**src/rtl/riscv_proc_ll_wb_arb.sv**
```systemverilog
// Long-latency writeback arbiter and integer scoreboard: merges mem/mdu/fpu results onto ll_* port.
// Optional FPU participation enabled by macro RISCV_LL_FPU_EN.
module riscv_proc_ll_wb_arb #(
  parameter int unsigned DATA_W = 64
) (
  input  logic              clk,
  input  logic              reset,
  input  logic              issue_wen,
  input  logic [4:0]        issue_waddr,
  input  logic [4:0]        id_raddr1,
  input  logic [4:0]        id_raddr2,
  input  logic              id_ren1,
  input  logic              id_ren2,
  input  logic [4:0]        id_waddr,
  input  logic              id_wen,
  input  logic              mem_resp_val,
  input  logic [4:0]        mem_resp_waddr,
  input  logic [DATA_W-1:0] mem_resp_data,
  input  logic              mdu_resp_val,
  output logic              mdu_resp_rdy,
  input  logic [4:0]        mdu_resp_waddr,
  input  logic [DATA_W-1:0] mdu_resp_data,
  input  logic              fpu_resp_val,
  output logic              fpu_resp_rdy,
  input  logic [4:0]        fpu_resp_waddr,
  input  logic [DATA_W-1:0] fpu_resp_data,
  output logic              ll_wen,
  output logic [4:0]        ll_waddr,
  output logic [DATA_W-1:0] ll_wdata,
  output logic              ll_stall,
  output logic              sb_busy,
  output logic              sb_error
);

  localparam int unsigned NREG = 32;
  localparam int unsigned AW   = 5;

  logic [NREG-1:0]   sb;
  logic [NREG-1:0]   sb_nxt;
  logic              mdu_win;
  logic              fpu_win;
  logic              acc_val;
  logic [AW-1:0]     acc_waddr;
  logic [DATA_W-1:0] acc_data;
  logic              acc_err;

`ifdef RISCV_LL_FPU_EN
  // last = 0: mdu granted most recently; reset to 1 so mdu wins the first tie
  logic last;

  always_comb begin
    mdu_win = 1'b0;
    fpu_win = 1'b0;
    if (!reset && !mem_resp_val) begin
      mdu_win = mdu_resp_val && (!fpu_resp_val || last);
      fpu_win = fpu_resp_val && (!mdu_resp_val || !last);
    end
  end

  always_ff @(posedge clk) begin
    if (reset) begin
      last <= 1'b1;
    end else if (mdu_win) begin
      last <= 1'b0;
    end else if (fpu_win) begin
      last <= 1'b1;
    end
  end
`else
  logic unused_fpu;
  assign unused_fpu = ^{fpu_resp_val, fpu_resp_waddr, fpu_resp_data};

  always_comb begin
    mdu_win = !reset && !mem_resp_val && mdu_resp_val;
    fpu_win = 1'b0;
  end
`endif

  assign mdu_resp_rdy = mdu_win;
  assign fpu_resp_rdy = fpu_win;

  // Select the accepted response; mem needs no handshake and is never refused outside reset
  always_comb begin
    acc_val   = 1'b0;
    acc_waddr = '0;
    acc_data  = '0;
    if (!reset && mem_resp_val) begin
      acc_val   = 1'b1;
      acc_waddr = mem_resp_waddr;
      acc_data  = mem_resp_data;
    end else if (mdu_win) begin
      acc_val   = 1'b1;
      acc_waddr = mdu_resp_waddr;
      acc_data  = mdu_resp_data;
    end else if (fpu_win) begin
      acc_val   = 1'b1;
      acc_waddr = fpu_resp_waddr;
      acc_data  = fpu_resp_data;
    end
  end

  assign acc_err = acc_val && (acc_waddr != '0) && !sb[acc_waddr];

  // Clear for the write in flight, then set for the new issue so a same-address set wins
  always_comb begin
    sb_nxt = sb;
    if (ll_wen) begin
      sb_nxt[ll_waddr] = 1'b0;
    end
    if (issue_wen) begin
      sb_nxt[issue_waddr] = 1'b1;
    end
    sb_nxt[0] = 1'b0;
  end

  always_ff @(posedge clk) begin
    if (reset) begin
      sb       <= '0;
      ll_wen   <= 1'b0;
      ll_waddr <= '0;
      ll_wdata <= '0;
      sb_error <= 1'b0;
    end else begin
      sb     <= sb_nxt;
      ll_wen <= acc_val && (acc_waddr != '0);
      if (acc_val) begin
        ll_waddr <= acc_waddr;
        ll_wdata <= acc_data;
      end
      if (acc_err) begin
        sb_error <= 1'b1;
      end
    end
  end

  assign sb_busy  = |sb;
  assign ll_stall = (id_ren1 && sb[id_raddr1]) ||
                    (id_ren2 && sb[id_raddr2]) ||
                    (id_wen  && sb[id_waddr]);

endmodule

```
**config.mk**
```make
export PLATFORM = sky130hd
export DESIGN_NAME = riscv_proc_ll_wb_arb
export DESIGN_NICKNAME = d
export VERILOG_FILES = /design/src/rtl/riscv_proc_ll_wb_arb.sv
export SDC_FILE = /design/constraint.sdc
export NUM_CORES = 1
export LEC_CHECK = 0
export BUFFER_PORTS_ARGS = -buffer_cell sky130_fd_sc_hd__buf_2
export CORE_MARGIN = 1
export CORE_UTILIZATION = 33
export CTS_CLUSTER_SIZE = 30
export DETAILED_ROUTE_END_ITERATION = 8
export GPL_ROUTABILITY_DRIVEN = 0
export GPL_TIMING_DRIVEN = 0
export PLACE_DENSITY = 0.7
export SLEW_MARGIN = 20
export SYNTH_ARGS = -nofsm -noshare
export SYNTH_HDL_FRONTEND = slang
export SYNTH_SLANG_ARGS = --single-unit
```
**constraint.sdc**
```tcl
create_clock -name clk -period 5.4 [get_ports clk]
set_input_delay 1.08 -clock clk [delete_from_list [all_inputs] [get_ports clk]]
set_output_delay 1.08 -clock clk [all_outputs]
set_load 0.02 [all_outputs]
```
==> flow_metrics.env <==
export IMPL_internal_power_uw=1280
export IMPL_rows=47
export IMPL_timing_hold_ws_ns=0.540
export IMPL_rr_worst_depth=4
export IMPL_ys_seq_area_share_pct=35.7
export IMPL_p_sw_uw=561
export IMPL_synth_top_area_share_pct=35.7
export IMPL_worstSetupEndpointType="output port"
export IMPL_syn_inst=696
export IMPL_cellPowerDensity_nw_per_um2=247
export IMPL_cts_tree="built"
export IMPL_worstSetupStartpoint="id_raddr2[1]"
export IMPL_drc_errors=0
export IMPL_synth_ff_type="dfxtp_1"
export IMPL_hold_path_class="reg2reg"
export IMPL_htree_levels=3
export IMPL_grt_total_usage_pct=22.2
export IMPL_syn_area_um2=5720
export IMPL_first_global_vias=5857
export IMPL_start_util_pct=34.1
export IMPL_cp_data_required_time_ns=4.32
export IMPL_post_cts_resized=0
export IMPL_drt_iter0_markers=453
export IMPL_synth_ff_latch_count=102
export IMPL_clock_latency_ns=0.34
export IMPL_finClkSkew_ns=0.00651
export IMPL_die_y_um=134
export IMPL_synth_common_cells="142 x nor2_1, 107 x a21oi_1, 102 x dfxtp_1, 88 x mux2i_1, 62 x nand2_1"
export IMPL_yosysUniqueCellTypes=45
export IMPL_whs_path_depth=2
export IMPL_critPathArrivalTime_ns=2.76
export IMPL_synth_top_area_cell="dfxtp_1"
export IMPL_synth_nets=932
export IMPL_ir_worst_vdd_mv=0.159
export IMPL_drv_cap=0
export IMPL_cts_sinks=102
export IMPL_synth_fa_ha_area_share_pct=0
export IMPL_synth_top_family_by_area="multiplexers"
export IMPL_worst_slack_ns=1.56
export IMPL_status="finished, final reports clean"
export IMPL_vias=6048
export IMPL_ys_top_cells_by_area="dfxtp_1 36%, mux2i_1 15%, a21oi_1 9.4%"
export IMPL_synth_xor_area_share_pct=0
export IMPL_leakagePower_uw=0.00343
export IMPL_post_cts_setup_buffer_count=0
export IMPL_period_share_pct=71.1
export IMPL_min_period_ns=3.84
export IMPL_rsz0062_at_grt="no"
export IMPL_syn2layout_area_growth_pct=30.4
export IMPL_hold_viol_final=0
export IMPL_grt_pass1_wl_um=30700
export IMPL_die_w_um=134
export IMPL_setup_tns_ns=0
export IMPL_ctsHoldBuffers=0
export IMPL_hpwlAfterDp_um=14800
export IMPL_synthArstFlopShare_pct=0
export IMPL_min_from="ll_waddr[0]$_SDFFE_PP0P_"
export IMPL_setup_worst_path_start_class="input pin"
export IMPL_yosys_area_share_simple_pct=20.9
export IMPL_clockPowerShare_pct=35.0
export IMPL_timing_fmax_mhz=261
export IMPL_ant_nets=0
export IMPL_synth_warnings=0
export IMPL_hold_end="ll_waddr[0]$_SDFFE_PP0P_"
export IMPL_seqPwrFrac_pct=44.5
export IMPL_reg2reg_from="sb[1]$_SDFF_PP0_"
export IMPL_slew_limit_headroom_pct=37.7
export IMPL_worst_slew_pin_slew_ns=0.933
export IMPL_final_nets=1177
export IMPL_portBuffers=234
export IMPL_synth_most_common_cell="nor2_1"
export IMPL_synth_compound_area_share_pct=15.8
export IMPL_cts_buffer_depth=2
export IMPL_diodes=0
export IMPL_routed_via_density=5.19
export IMPL_path_class="in2out"
export IMPL_coreArea_um2=16800
export IMPL_power_frac_comb_pct=20.4
export IMPL_synthMuxAreaShare_pct=23.5
export IMPL_dpl_worst_slack_ns=1.55
export IMPL_cp_max_fo=10
export IMPL_r2r_setup_slack_ns=3.81
export IMPL_ctsRootBufferMaster="clkbuf_16"
export IMPL_grt_remaining_overflow=0
export IMPL_drv_slew=0
export IMPL_cts_buffers=9
export IMPL_wl_per_cell_um=17.0
export IMPL_first_pass_iters=5
export IMPL_io_pins=311
export IMPL_dieArea_um2=17900
export IMPL_final_util_pct=44.5
export IMPL_synth_edff_count=0
export IMPL_setup_violations=0
export IMPL_total_power_uw=1840
export IMPL_avgSynthCellArea_um2=8.21
export IMPL_drive_gt1_share_pct=31.1
export IMPL_regToRegEndpoint="sb_error$_SDFFE_PP0P_"
export IMPL_grt_max_degree=19
export IMPL_antenna_found_initial=0
export IMPL_p_sw_share_pct=30.4
export IMPL_wl_um=19900
export IMPL_clk_pin_slew_ns=0.07
layout make-up:
type | instances | area (µm²)
fill | 1663 | 9310
sequential | 102 | 2040
clock buffer | 10 | 239
multi-input combinational | 543 | 3450
clock inverter | 6 | 52.6
buffer | 50 | 223
inverter | 1 | 3.75
tap | 220 | 275
timing repair buffer | 234 | 1170
critical path, cell delays in order:
cell     delay (ns)
buf_2          0.12
buf_2          0.26
mux2_2         0.36
a31oi_1        0.19
a31o_2         0.17
nand4_1        0.11
a221o_1        0.31
buf_2          0.16
per-stage QoR:
stage                     area (µm²)  instances
after floorplan                 5720        696
after global placement          7160       1150
after detailed placement        7160       1150
after CTS                       7450       1166
after global routing            7450       1166
final                           7450       1166
flip-flops by register name, indices dropped and copies added (netlist names):
register	count
sb_error	1
ll_waddr	5
sb	31
ll_wen	1
ll_wdata	64
power groups by stage:
| stage | Clock (µW) | Combinational (µW) | Sequential, µW |
|---|---|---|---|
| after CTS | 665 | 378 | 820 |
| final | 646 | 377 | 821 |
| after global placement | 0 | 373 | 836 |
| after detailed placement | 0 | 377 | 835 |
| after floorplan | 0 | 185 | 871 |
| after global routing | 699 | 414 | 824 |
layer usage:
metal / up-vias / part of all wire [%] / track usage (%)
met5: - / 0 / 0
met4: 0 / 3.1 / 9.66
met3: 51 / 6.6 / 4.64
met2: 280 / 49 / 37.6
met1: 2758 / 41 / 27.1
li1: 2959 / - / -
cell families after synthesis:
| logic type | after synthesis |
|---|---|
| AO/OA/AOI/OAI | 164 |
| buffers and inverters | 51 |
| flip-flops | 102 |
| multiplexers | 110 |
| other | 1 |
| AND/OR/NAND/NOR | 268 |
how the worst max path moves through the flow:
stage | to | slack [ns] | cells after the start
floorplan | ll_stall | 1.72 | 6
global placement | ll_stall | 1.55 | 8
global route | ll_stall | 1.45 | 8
detailed placement | ll_stall | 1.55 | 8
finish | ll_stall | 1.56 | 8
CTS | ll_stall | 1.55 | 8
cell usage in the layout (no fill, tap or decap), types with 12 or more instances in the layout:
master      n
a21oi_1   107
buf_2     247
clkbuf_1   29
dfxtp_1   102
mux2i_1    88
mux4_2     19
nand2_1    62
nand3b_1   12
nor2_1    142
o21ai_0    35
Power figures use the tool's default switching activity.
